<file path="src/rtl/stream_arb_pkg.sv">
// Shared types and helpers for the stream round-robin arbiter.
// Feature macro: STREAM_RR_ARBITER_PKT_LOCK_EN selects packet-locked grants
// (consumed by stream_rr_arbiter); this package is mode independent.
package stream_arb_pkg;

  // Largest supported requester count and the index width that covers it.
  localparam int MAX_REQ   = 16;
  localparam int MAX_IDX_W = $clog2(MAX_REQ);

  // Arbiter grant state.
  typedef enum logic {
    ARB_IDLE,
    ARB_BUSY
  } arb_state_e;

  // Rotate-priority pick: first set bit of req scanning ptr+1, ptr+2, ...
  // with wrap, ptr itself last. Callers with fewer than MAX_REQ requesters
  // zero-extend req; the zero padding above their top index makes the
  // MAX_REQ-wide wrap equivalent to a wrap at their own count.
  function automatic logic [MAX_IDX_W-1:0] rr_pick(
    input logic [MAX_REQ-1:0]   req,
    input logic [MAX_IDX_W-1:0] ptr
  );
    logic [MAX_IDX_W-1:0] idx;
    logic [MAX_IDX_W-1:0] cand;
    logic                 found;
    idx   = '0;
    found = 1'b0;
    for (int unsigned i = 1; i <= MAX_REQ; i++) begin
      cand = ptr + MAX_IDX_W'(i);
      if (!found && req[cand]) begin
        idx   = cand;
        found = 1'b1;
      end
    end
    return idx;
  endfunction

endpackage

</file>
<file path="src/rtl/stream_rr_pick.sv">
// Combinational rotate-priority picker used by stream_rr_arbiter.
// Mode independent (STREAM_RR_ARBITER_PKT_LOCK_EN does not affect it).
module stream_rr_pick
  import stream_arb_pkg::*;
#(
  parameter int NUM_REQ = 4
) (
  input  logic [NUM_REQ-1:0]         req,
  input  logic [$clog2(NUM_REQ)-1:0] ptr,
  output logic [$clog2(NUM_REQ)-1:0] idx,
  output logic                       any
);

  localparam int IDX_W = $clog2(NUM_REQ);

  logic [MAX_REQ-1:0]   req_ext;
  logic [MAX_IDX_W-1:0] ptr_ext;

  // Widen request vector and pointer to the package helper's fixed width.
  always_comb begin
    req_ext                = '0;
    req_ext[NUM_REQ-1:0]   = req;
    ptr_ext                = MAX_IDX_W'(ptr);
  end

  // Winner index (always below NUM_REQ, so the narrowing is lossless).
  always_comb begin
    idx = IDX_W'(rr_pick(req_ext, ptr_ext));
    any = |req;
  end

endmodule

</file>
<file path="src/rtl/stream_rr_arbiter.sv">
// Round-robin arbiter sharing one valid/ready beat stream between NUM_REQ
// requesters, with a single registered output stage tagged by source index.
// Feature macro: STREAM_RR_ARBITER_PKT_LOCK_EN
//   defined   : grant is held until a beat with req_last=1 transfers.
//   undefined : grant is released after MAX_BURST beats or when the granted
//               requester drops valid without transferring.
module stream_rr_arbiter
  import stream_arb_pkg::*;
#(
  parameter int NUM_REQ   = 4,
  parameter int DATA_W    = 8,
  parameter int MAX_BURST = 16
) (
  input  logic                        clk,
  input  logic                        reset_n,
  input  logic [NUM_REQ-1:0]          req_valid,
  output logic [NUM_REQ-1:0]          req_ready,
  input  logic [NUM_REQ*DATA_W-1:0]   req_data,
  input  logic [NUM_REQ-1:0]          req_last,
  output logic                        out_valid,
  input  logic                        out_ready,
  output logic [DATA_W-1:0]           out_data,
  output logic                        out_last,
  output logic [$clog2(NUM_REQ)-1:0]  out_src
);

  localparam int         SRC_W   = $clog2(NUM_REQ);
  localparam logic [7:0] CNT_MAX = 8'hFF;
`ifndef STREAM_RR_ARBITER_PKT_LOCK_EN
  localparam logic [7:0] BURST_LIM = 8'(MAX_BURST);
`endif

  arb_state_e        state;
  logic [SRC_W-1:0]  grant;
  logic [SRC_W-1:0]  rr_ptr;
  logic [7:0]        beat_cnt;
  logic [7:0]        beat_cnt_inc;

  logic [SRC_W-1:0]  pick_idx;
  logic              pick_any;

  logic [DATA_W-1:0] lane_data [NUM_REQ];
  logic              g_valid;
  logic              g_last;
  logic [DATA_W-1:0] g_data;

  logic              out_free;
  logic              xfer;
  logic              release_grant;

  // Next-grant candidate: first valid requester after the last released one.
  stream_rr_pick #(
    .NUM_REQ (NUM_REQ)
  ) u_pick (
    .req (req_valid),
    .ptr (rr_ptr),
    .idx (pick_idx),
    .any (pick_any)
  );

  // Split the flattened data bus into one lane per requester.
  always_comb begin
    for (int unsigned i = 0; i < NUM_REQ; i++) begin
      lane_data[i] = req_data[i*DATA_W +: DATA_W];
    end
  end

  // Select the granted requester's beat.
  always_comb begin
    g_valid = req_valid[grant];
    g_last  = req_last[grant];
    g_data  = lane_data[grant];
  end

  // Handshake: the output register can take a beat when empty or draining.
  always_comb begin
    out_free  = !out_valid || out_ready;
    xfer      = (state == ARB_BUSY) && g_valid && out_free;
    req_ready = '0;
    if ((state == ARB_BUSY) && out_free) begin
      req_ready[grant] = 1'b1;
    end
  end

  // Saturating beat count and mode-dependent grant release condition.
  always_comb begin
    beat_cnt_inc = (beat_cnt == CNT_MAX) ? CNT_MAX : beat_cnt + 8'd1;
`ifdef STREAM_RR_ARBITER_PKT_LOCK_EN
    release_grant = xfer && g_last;
`else
    release_grant = (xfer && (beat_cnt_inc == BURST_LIM)) || !g_valid;
`endif
  end

  // Grant FSM, beat counter and registered output stage.
  // A release and a transfer can coincide: the output stage is updated
  // independently of the state case, so the final beat is still forwarded.
  always_ff @(posedge clk or negedge reset_n) begin
    if (!reset_n) begin
      state     <= ARB_IDLE;
      grant     <= '0;
      rr_ptr    <= SRC_W'(NUM_REQ - 1);
      beat_cnt  <= '0;
      out_valid <= 1'b0;
      out_data  <= '0;
      out_last  <= 1'b0;
      out_src   <= '0;
    end else begin
      if (xfer) begin
        out_valid <= 1'b1;
        out_data  <= g_data;
        out_last  <= g_last;
        out_src   <= grant;
      end else if (out_ready) begin
        out_valid <= 1'b0;
      end

      case (state)
        ARB_IDLE: begin
          if (pick_any) begin
            grant <= pick_idx;
            state <= ARB_BUSY;
          end
        end
        ARB_BUSY: begin
          if (xfer) begin
            beat_cnt <= beat_cnt_inc;
          end
          if (release_grant) begin
            rr_ptr   <= grant;
            beat_cnt <= '0;
            state    <= ARB_IDLE;
          end
        end
        default: state <= ARB_IDLE;
      endcase
    end
  end

endmodule

</file>
<file path="config.mk">
export PLATFORM = sky130hd
export DESIGN_NAME = stream_rr_arbiter
export DESIGN_NICKNAME = d
export VERILOG_FILES = /design/src/rtl/stream_arb_pkg.sv /design/src/rtl/stream_rr_pick.sv /design/src/rtl/stream_rr_arbiter.sv
export SDC_FILE = /design/constraint.sdc
export NUM_CORES = 1
export LEC_CHECK = 0
export BUFFER_PORTS_ARGS = -buffer_cell sky130_fd_sc_hd__clkbuf_2
export CELL_PAD_IN_SITES_DETAIL_PLACEMENT = 0
export CELL_PAD_IN_SITES_GLOBAL_PLACEMENT = 2
export CORE_ASPECT_RATIO = 1.2
export CORE_UTILIZATION = 30
export DETAILED_ROUTE_END_ITERATION = 10
export GPL_TIMING_DRIVEN = 0
export MAX_ROUTING_LAYER = met4
export PLACE_DENSITY_LB_ADDON = 0.1
export SLEW_MARGIN = 20
export SYNTH_ARGS = -nofsm -noshare
export SYNTH_HDL_FRONTEND = slang
export SYNTH_HIERARCHICAL = 1
export SYNTH_SLANG_ARGS = --single-unit
</file>
<file path="constraint.sdc">
create_clock -name clk -period 5.3 [get_ports clk]
set_input_delay 1.59 -clock clk [delete_from_list [all_inputs] [get_ports clk]]
set_output_delay 1.59 -clock clk [all_outputs]
set_load 0.005 [all_outputs]
</file>
==> metrics.cfg, run 1 <==
[final_layout]
final_design_area_no_fill_um2 = 2320
insertedDiodeCount = 0
nFillCells = 648
number_of_standard_cells_in_the_final_layout_excluding_fillers = 327
drive_gt1_share_pct = 42.4
num-nets-final = 292
area_delta_synth_final_pct = 23.5

[logic_synthesis]
synth-edff-count = 0
yosys.area.top_type = sky130_fd_sc_hd__dfrtp_1
yosys-top-cells-area = sky130_fd_sc_hd__dfrtp_1 31%, sky130_fd_sc_hd__mux4_2 12%, sky130_fd_sc_hd__mux2_2 7.8%, sky130_fd_sc_hd__nand2_1 4.0%, sky130_fd_sc_hd__mux2i_1 3.2%
synth-async-reset-ratio_pct = 100
synth-main-ff-cell = sky130_fd_sc_hd__dfrtp_1
synth_cell_types = 52
postSynthCellCount = 183
post_synth_instance_area_um2 = 1880
syn_area_per_cell_um2 = 10.3
ys.warnings.count = 6
synth_seq_cells = 25
yosysTopAreaCellShare_pct = 30.7
synth_sequential_area_ratio_pct = 33.5
synth_fp_nets = 229

[clocking]
cts_post_setup_buffers_inserted = 0
cts.sink_count = 25
clockBufferDepth = 2
worst_skew_pair.late_latency_ns = 0.27
cts_root_buf = sky130_fd_sc_hd__clkbuf_8
cts_resized = 0
cts_inserted_buffers = 3
htree_levels = 1
clk_pin_slew_worst_paths_ns = 0.09
tritoncts_clock_tree = built
cts_hold_buffers = 0

[critical_path]
cp_data_arrival_time_ns = 2.37
crit_path_cell_trace = clkbuf_2 -> nand2b_1 -> and2_1 -> and3_1 -> clkbuf_2
critPathCaptureType = primary output
cp_slowest_stage_delay_ns = 0.22
crit_path_max_fanout = 5
setup.worst_path.start_class = primary input
path_class = primary input to primary output
reg2regPathDepth = 10
crit_required_ns = 3.71
critical-path-slowest-cell = sky130_fd_sc_hd__and2_1
timing.critical_path.mode_cell = sky130_fd_sc_hd__clkbuf_2

[detailed_routing]
total_vias_in_the_final_route = 1631
via_per_inst = 4.99
drt_first_iter_violations = 41
wire_per_inst_um = 14.1
wl_um = 4620
postRouteAntennaNets = 0
detailed_router_iteration_count_before_antenna_repair = 4
drc = 0

[placement]
dp.final_hpwl_um = 3550
gp_congestion = 0.717
placement.io_buffers = 58
placedCellCount = 323
postPlaceCellArea_um2 = 2270

[global_route]
antenna_found_initial = 0
maximum_number_of_pins_on_one_net_before_global_route_repair = 26
grt_first_pass_wirelength_um = 7360
global_route.usage.total_pct = 14.8
first_global_vias = 1517
grt_overflow = 0

[die]
floorplan.die.height_um = 88.6
dieArea_um2 = 6580
io-pin-count = 59
initial_cell_density_of_the_core_pct = 31.0
die-width_um = 74.2
num_rows = 31
core_area_um2 = 6050

[flow_run]
maxCapViolations = 0

[timing]
unrepaired_setup_endpoints_after_global_routing = no
setup_total_negative_slack_ns = 0
fin_crit_ns = 3.96
timing.final.setup_violations = 0
tightest_slew_margin_relative_to_the_limit_pct = 58.1
period_share_pct = 74.8
finalHoldViolCount = 0
timing_max_transition_violations_final = 0
worst_pin_slew_ns = 0.629
clock-skew-final_ns = 0.00216
fmax_ghz = 0.252

[min_path]
min-delay-path-class = flip-flop to flip-flop
holdPathStages = 1

[pwr]
total_leakage_power_nw = 1.05
pd_cells_nw_per_um2 = 526
maximum_ir_drop_on_the_vdd_rail_mv = 0.261

[run_status]
run_status = complete, no violations

[critical path: cells and delay by family]
kind                   cells  cell delay (ns)
buffers and inverters      2             0.18
and+or+nand+nor            3             0.61
[cell type report]
type                            count  area (um^2)  share of cell area [%]
Inverter                            5         18.8                   0.809
Tap cell                           82          103                    4.43
Clock inverter                      1         7.51                   0.324
Buffer                             15         86.3                    3.72
Clock buffer                        3         41.3                    1.78
Timing Repair Buffer               58          290                    12.5
Sequential cell                    25          628                    27.1
Multi-Input combinational cell    138         1140                    49.3
[layout by cell type (no fill, tap or decap), types with 4 or more instances in the layout]
cell type | netlist | final
sky130_fd_sc_hd__clkbuf_2 | 1 | 59
sky130_fd_sc_hd__dfrtp_1 | 23 | 23
sky130_fd_sc_hd__nand2_1 | 20 | 20
sky130_fd_sc_hd__mux2_2 | 13 | 13
sky130_fd_sc_hd__o21ai_0 | 12 | 12
sky130_fd_sc_hd__mux4_2 | 10 | 10
sky130_fd_sc_hd__a21oi_1 | 10 | 10
sky130_fd_sc_hd__nor2_1 | 9 | 9
sky130_fd_sc_hd__mux2i_1 | 6 | 6
sky130_fd_sc_hd__buf_2 | 5 | 5
sky130_fd_sc_hd__clkbuf_1 | 4 | 4
sky130_fd_sc_hd__nand3_1 | 4 | 4
sky130_fd_sc_hd__inv_1 | 4 | 4
[logic make-up after synthesis]
| group | synth area share (%) |
|---|---|
| and+or+nand+nor | 15.3 |
| AOI/OAI and AO/OA | 16.1 |
| muxes | 26.2 |
| DFF | 33.5 |
| buffers and inverters | 5.60 |
| xor gates and xnor gates | 1.40 |
| adders and majority gates | 2.00 |
[sequential cells by signal, indices dropped and copies added (netlist names)]
register and count:
state 1, out_last 1, rr_ptr 2, grant 2, out_valid 1, out_src 2
beat_cnt 8, out_data 8
[power by group]
group	total, W	switching, W	internal, W	leakage, nW
Sequential	0.000335	0.0000580	0.000277	0.306
Clock	0.000117	0.0000639	0.0000532	0.0217
Combinational	0.000768	0.000382	0.000386	0.724
[Yosys cell counts (2+ instances only)]
cell,instances
sky130_fd_sc_hd__a211oi_1,3
sky130_fd_sc_hd__a21oi_1,10
sky130_fd_sc_hd__a311oi_1,2
sky130_fd_sc_hd__a31oi_1,2
sky130_fd_sc_hd__and3_1,3
sky130_fd_sc_hd__and3b_1,2
sky130_fd_sc_hd__buf_2,5
sky130_fd_sc_hd__buf_4,2
sky130_fd_sc_hd__buf_6,2
sky130_fd_sc_hd__clkbuf_1,4
sky130_fd_sc_hd__dfrtp_1,23
sky130_fd_sc_hd__dfstp_2,2
sky130_fd_sc_hd__ha_1,3
sky130_fd_sc_hd__inv_1,4
sky130_fd_sc_hd__mux2_1,3
sky130_fd_sc_hd__mux2_2,13
sky130_fd_sc_hd__mux2i_1,6
sky130_fd_sc_hd__mux4_2,10
sky130_fd_sc_hd__nand2_1,20
sky130_fd_sc_hd__nand2b_1,3
sky130_fd_sc_hd__nand3_1,4
sky130_fd_sc_hd__nand4_1,2
sky130_fd_sc_hd__nor2_1,9
sky130_fd_sc_hd__nor2b_1,2
sky130_fd_sc_hd__nor3_1,2
sky130_fd_sc_hd__nor3b_1,2
sky130_fd_sc_hd__o21ai_0,12
sky130_fd_sc_hd__o22ai_1,2
sky130_fd_sc_hd__xnor2_1,3
[final timing paths]
| kind | slack, ns | from | endpoint |
|---|---|---|---|
| max | 1.34 | out_ready | req_ready[3] |
| min | 0.51 | out_src[0]$_DFFE_PN0P_ | out_src[0]$_DFFE_PN0P_ |
| max reg2reg | 2.66 | rr_ptr[1]$_DFFE_PN1P_ | grant[1]$_DFFE_PN0P_ |
| min reg2reg | 0.51 | out_src[0]$_DFFE_PN0P_ | out_src[0]$_DFFE_PN0P_ |
| max in group asynchronous | 3.57 | reset_n | out_src[0]$_DFFE_PN0P_ |
| min in group asynchronous | 1.32 | reset_n | beat_cnt[6]$_DFFE_PN0P_ |
[per-stage QoR]
| step | total power [W] | hold WS (ns) | setup WS (ns) | util (%) |
|---|---|---|---|---|
| after floorplan | 0.000905 | 0.486 | 1.59 | - |
| after global placement | 0.00112 | 0.488 | 1.35 | 37.5 |
| after detailed placement | 0.00112 | 0.493 | 1.35 | 37.5 |
| after CTS | 0.00124 | 0.516 | 1.34 | 38.3 |
| after global routing | 0.00134 | 0.540 | 1.26 | 38.3 |
| final | 0.00122 | 0.510 | 1.34 | 38.3 |
[layer usage]
metal  wire, um  track usage [%]  vias to the layer above
met5          0                -                        -
met4         25             3.67                        0
met3        107            0.683                        2
met2       2370             25.5                       29
met1       2120             19.0                      793
li1           -                -                      807
No activity file was read; power rests on OpenSTA's default activity.
==> run 2: changes to the inputs <==
--- a/config.mk
+++ b/config.mk
@@ -9,7 +9,7 @@
 export CELL_PAD_IN_SITES_DETAIL_PLACEMENT = 0
 export CELL_PAD_IN_SITES_GLOBAL_PLACEMENT = 2
 export CORE_ASPECT_RATIO = 1.2
-export CORE_UTILIZATION = 30
+export CORE_UTILIZATION = 28
 export DETAILED_ROUTE_END_ITERATION = 10
 export GPL_TIMING_DRIVEN = 0
 export MAX_ROUTING_LAYER = met4
==> constraint.sdc (replaced) <==
create_clock -name clk -period 3.4 [get_ports clk]
set_input_delay 1.02 -clock clk [delete_from_list [all_inputs] [get_ports clk]]
set_output_delay 1.02 -clock clk [all_outputs]
set_load 0.005 [all_outputs]
==> metrics.cfg, run 2 (synthesis gave the netlist of run 1 again) <==
[clocking]
worst_skew_pair.late_latency_ns = 0.27
cts_inserted_buffers = 3
htree_levels = 1
tritoncts_clock_tree = built
cts_hold_buffers = 0
cts.sink_count = 25
clockBufferDepth = 2
cts_resized = 0
cts_post_setup_buffers_inserted = 0
clk_pin_slew_worst_paths_ns = 0.09
cts_root_buf = sky130_fd_sc_hd__clkbuf_8

[die]
core_area_um2 = 6450
initial_cell_density_of_the_core_pct = 29.1
die-width_um = 76.7
dieArea_um2 = 7040
io-pin-count = 59
floorplan.die.height_um = 91.7
num_rows = 32

[critical_path]
cp_slowest_stage_delay_ns = 0.23
critical-path-slowest-cell = sky130_fd_sc_hd__and2_1
timing.critical_path.mode_cell = sky130_fd_sc_hd__clkbuf_2
cp_num_buf_inv = 2
reg2regPathDepth = 10
crit_required_ns = 2.38
cp_data_arrival_time_ns = 1.82
reg2reg_from = rr_ptr[1]$_DFFE_PN1P_
setup.worst_path.start_class = primary input
crit_path_cell_trace = clkbuf_2 -> nand2b_1 -> and2_1 -> and3_1 -> clkbuf_2
critical-path-top-delay-family = simple AND/OR/NAND/NOR gates
rrSetupSlack_ns = 0.82
path_class = primary input to primary output
critPathCaptureType = primary output
r2r_end = grant[1]$_DFFE_PN0P_
crit_path_max_fanout = 5

[min_path]
hold_start = out_data[5]$_DFFE_PN0P_
holdPathStages = 1
min_to = out_data[5]$_DFFE_PN0P_
min-delay-path-class = flip-flop to flip-flop

[pwr]
maximum_ir_drop_on_the_vdd_rail_mv = 0.332
pd_cells_nw_per_um2 = 823
total_leakage_power_nw = 1.05

[detailed_routing]
wl_met3_um = 71
met1_length_um = 1970
wl_met2_um = 2890
via_per_inst = 4.95
drt_first_iter_violations = 65
wl_um = 4970
drc = 0
total_vias_in_the_final_route = 1634
detailed_router_iteration_count_before_antenna_repair = 4
highest-signal-layer = met4
postRouteAntennaNets = 0
wire_per_inst_um = 15.1

[final_layout]
largestRegisters = beat_cnt (8), out_data (8)
area_delta_synth_final_pct = 23.5
mostFrequentLayoutCell = sky130_fd_sc_hd__clkbuf_2
nFillCells = 685
drive_gt1_share_pct = 42.0
mostFrequentLayoutCells = 59 x sky130_fd_sc_hd__clkbuf_2, 23 x sky130_fd_sc_hd__dfrtp_1, 20 x sky130_fd_sc_hd__nand2_1, 13 x sky130_fd_sc_hd__mux2_2, 12 x sky130_fd_sc_hd__o21ai_0
num-nets-final = 292
insertedDiodeCount = 0

[placement]
gp_congestion = 0.769
dp.final_hpwl_um = 3870
place_ws_ns = 0.562
placement.io_buffers = 58

[timing]
fmax_ghz = 0.353
period_share_pct = 83.4
worst_pin_slew_ns = 0.652
layout_setup_ws_ns = 0.564
timing_max_transition_violations_final = 0
tightest_slew_margin_relative_to_the_limit_pct = 56.5
fin_crit_ns = 2.84
clock-skew-final_ns = 0.00611
finalHoldViolCount = 0
timing.final.setup_violations = 0
holdWs_ns = 0.511
setup_total_negative_slack_ns = 0
unrepaired_setup_endpoints_after_global_routing = no

[global_route]
global_route.usage.total_pct = 14.6
grt_overflow = 0
grt_first_pass_wirelength_um = 7930
antenna_found_initial = 0
maximum_number_of_pins_on_one_net_before_global_route_repair = 26
first_global_vias = 1634

[run_status]
run_status = complete, no violations

[flow_run]
maxCapViolations = 0

[run 2: worst max-delay path by stage]
stage | startpoint | to | slack (ns) | cells past startpoint
3_3_place_gp | req_valid[3] | grant[1]$_DFFE_PN0P_ | 0.54 | 8
5_1_grt | grant[1]$_DFFE_PN0P_ | req_ready[3] | 0.49 | 4
3_5_place_dp | out_ready | req_ready[3] | 0.56 | 5
6_report | out_ready | req_ready[3] | 0.56 | 5
2_1_floorplan | out_ready | req_ready[3] | 0.83 | 3
4_1_cts | out_ready | req_ready[3] | 0.56 | 5
[run 2: area by class of cell]
class | instances | area [um^2] | share of cell area [%]
Inverter | 5 | 18.8 | 0.809
Buffer | 15 | 86.3 | 3.72
Clock buffer | 4 | 45.0 | 1.94
Multi-Input combinational cell | 138 | 1140 | 49.3
Tap cell | 85 | 106 | 4.59
Sequential cell | 25 | 628 | 27.1
Timing Repair Buffer | 58 | 290 | 12.5
[run 2: where the power goes]
part	switching, W	leakage [nW]	internal, W
Sequential	0.0000935	0.306	0.000431
Combinational	0.000604	0.724	0.000601
Clock	0.0000924	0.0228	0.0000837
[run 2: stage by stage]
step                      power, W  area, um^2  std cells  utilization, %
final                      0.00191        2320        330            36.0
after global routing       0.00207        2320        330            36.0
after CTS                  0.00194        2320        330            36.0
after detailed placement   0.00175        2270        326            35.3
after global placement     0.00176        2270        326            35.3
after floorplan            0.00141        1880        183               -
[run 2: per-layer routing]
metal / global-route usage (%) / vias up
met1: 16.5 / 805
li1: - / 807
met2: 27.7 / 20
met3: 1.19 / 2
met5: - / -
met4: 3.37 / 0
[run 2: worst register-to-register path, stage by stage, from the launching register on]
cell and delay, ns:
sky130_fd_sc_hd__dfstp_2 0.55, sky130_fd_sc_hd__clkbuf_2 0.21, sky130_fd_sc_hd__inv_1 0.12, sky130_fd_sc_hd__ha_1 0.36
sky130_fd_sc_hd__buf_2 0.23, sky130_fd_sc_hd__nor2_1 0.07, sky130_fd_sc_hd__a211oi_1 0.26, sky130_fd_sc_hd__a311oi_1 0.09
sky130_fd_sc_hd__a211oi_1 0.20, sky130_fd_sc_hd__mux2i_1 0.11, sky130_fd_sc_hd__mux2_2 0.27
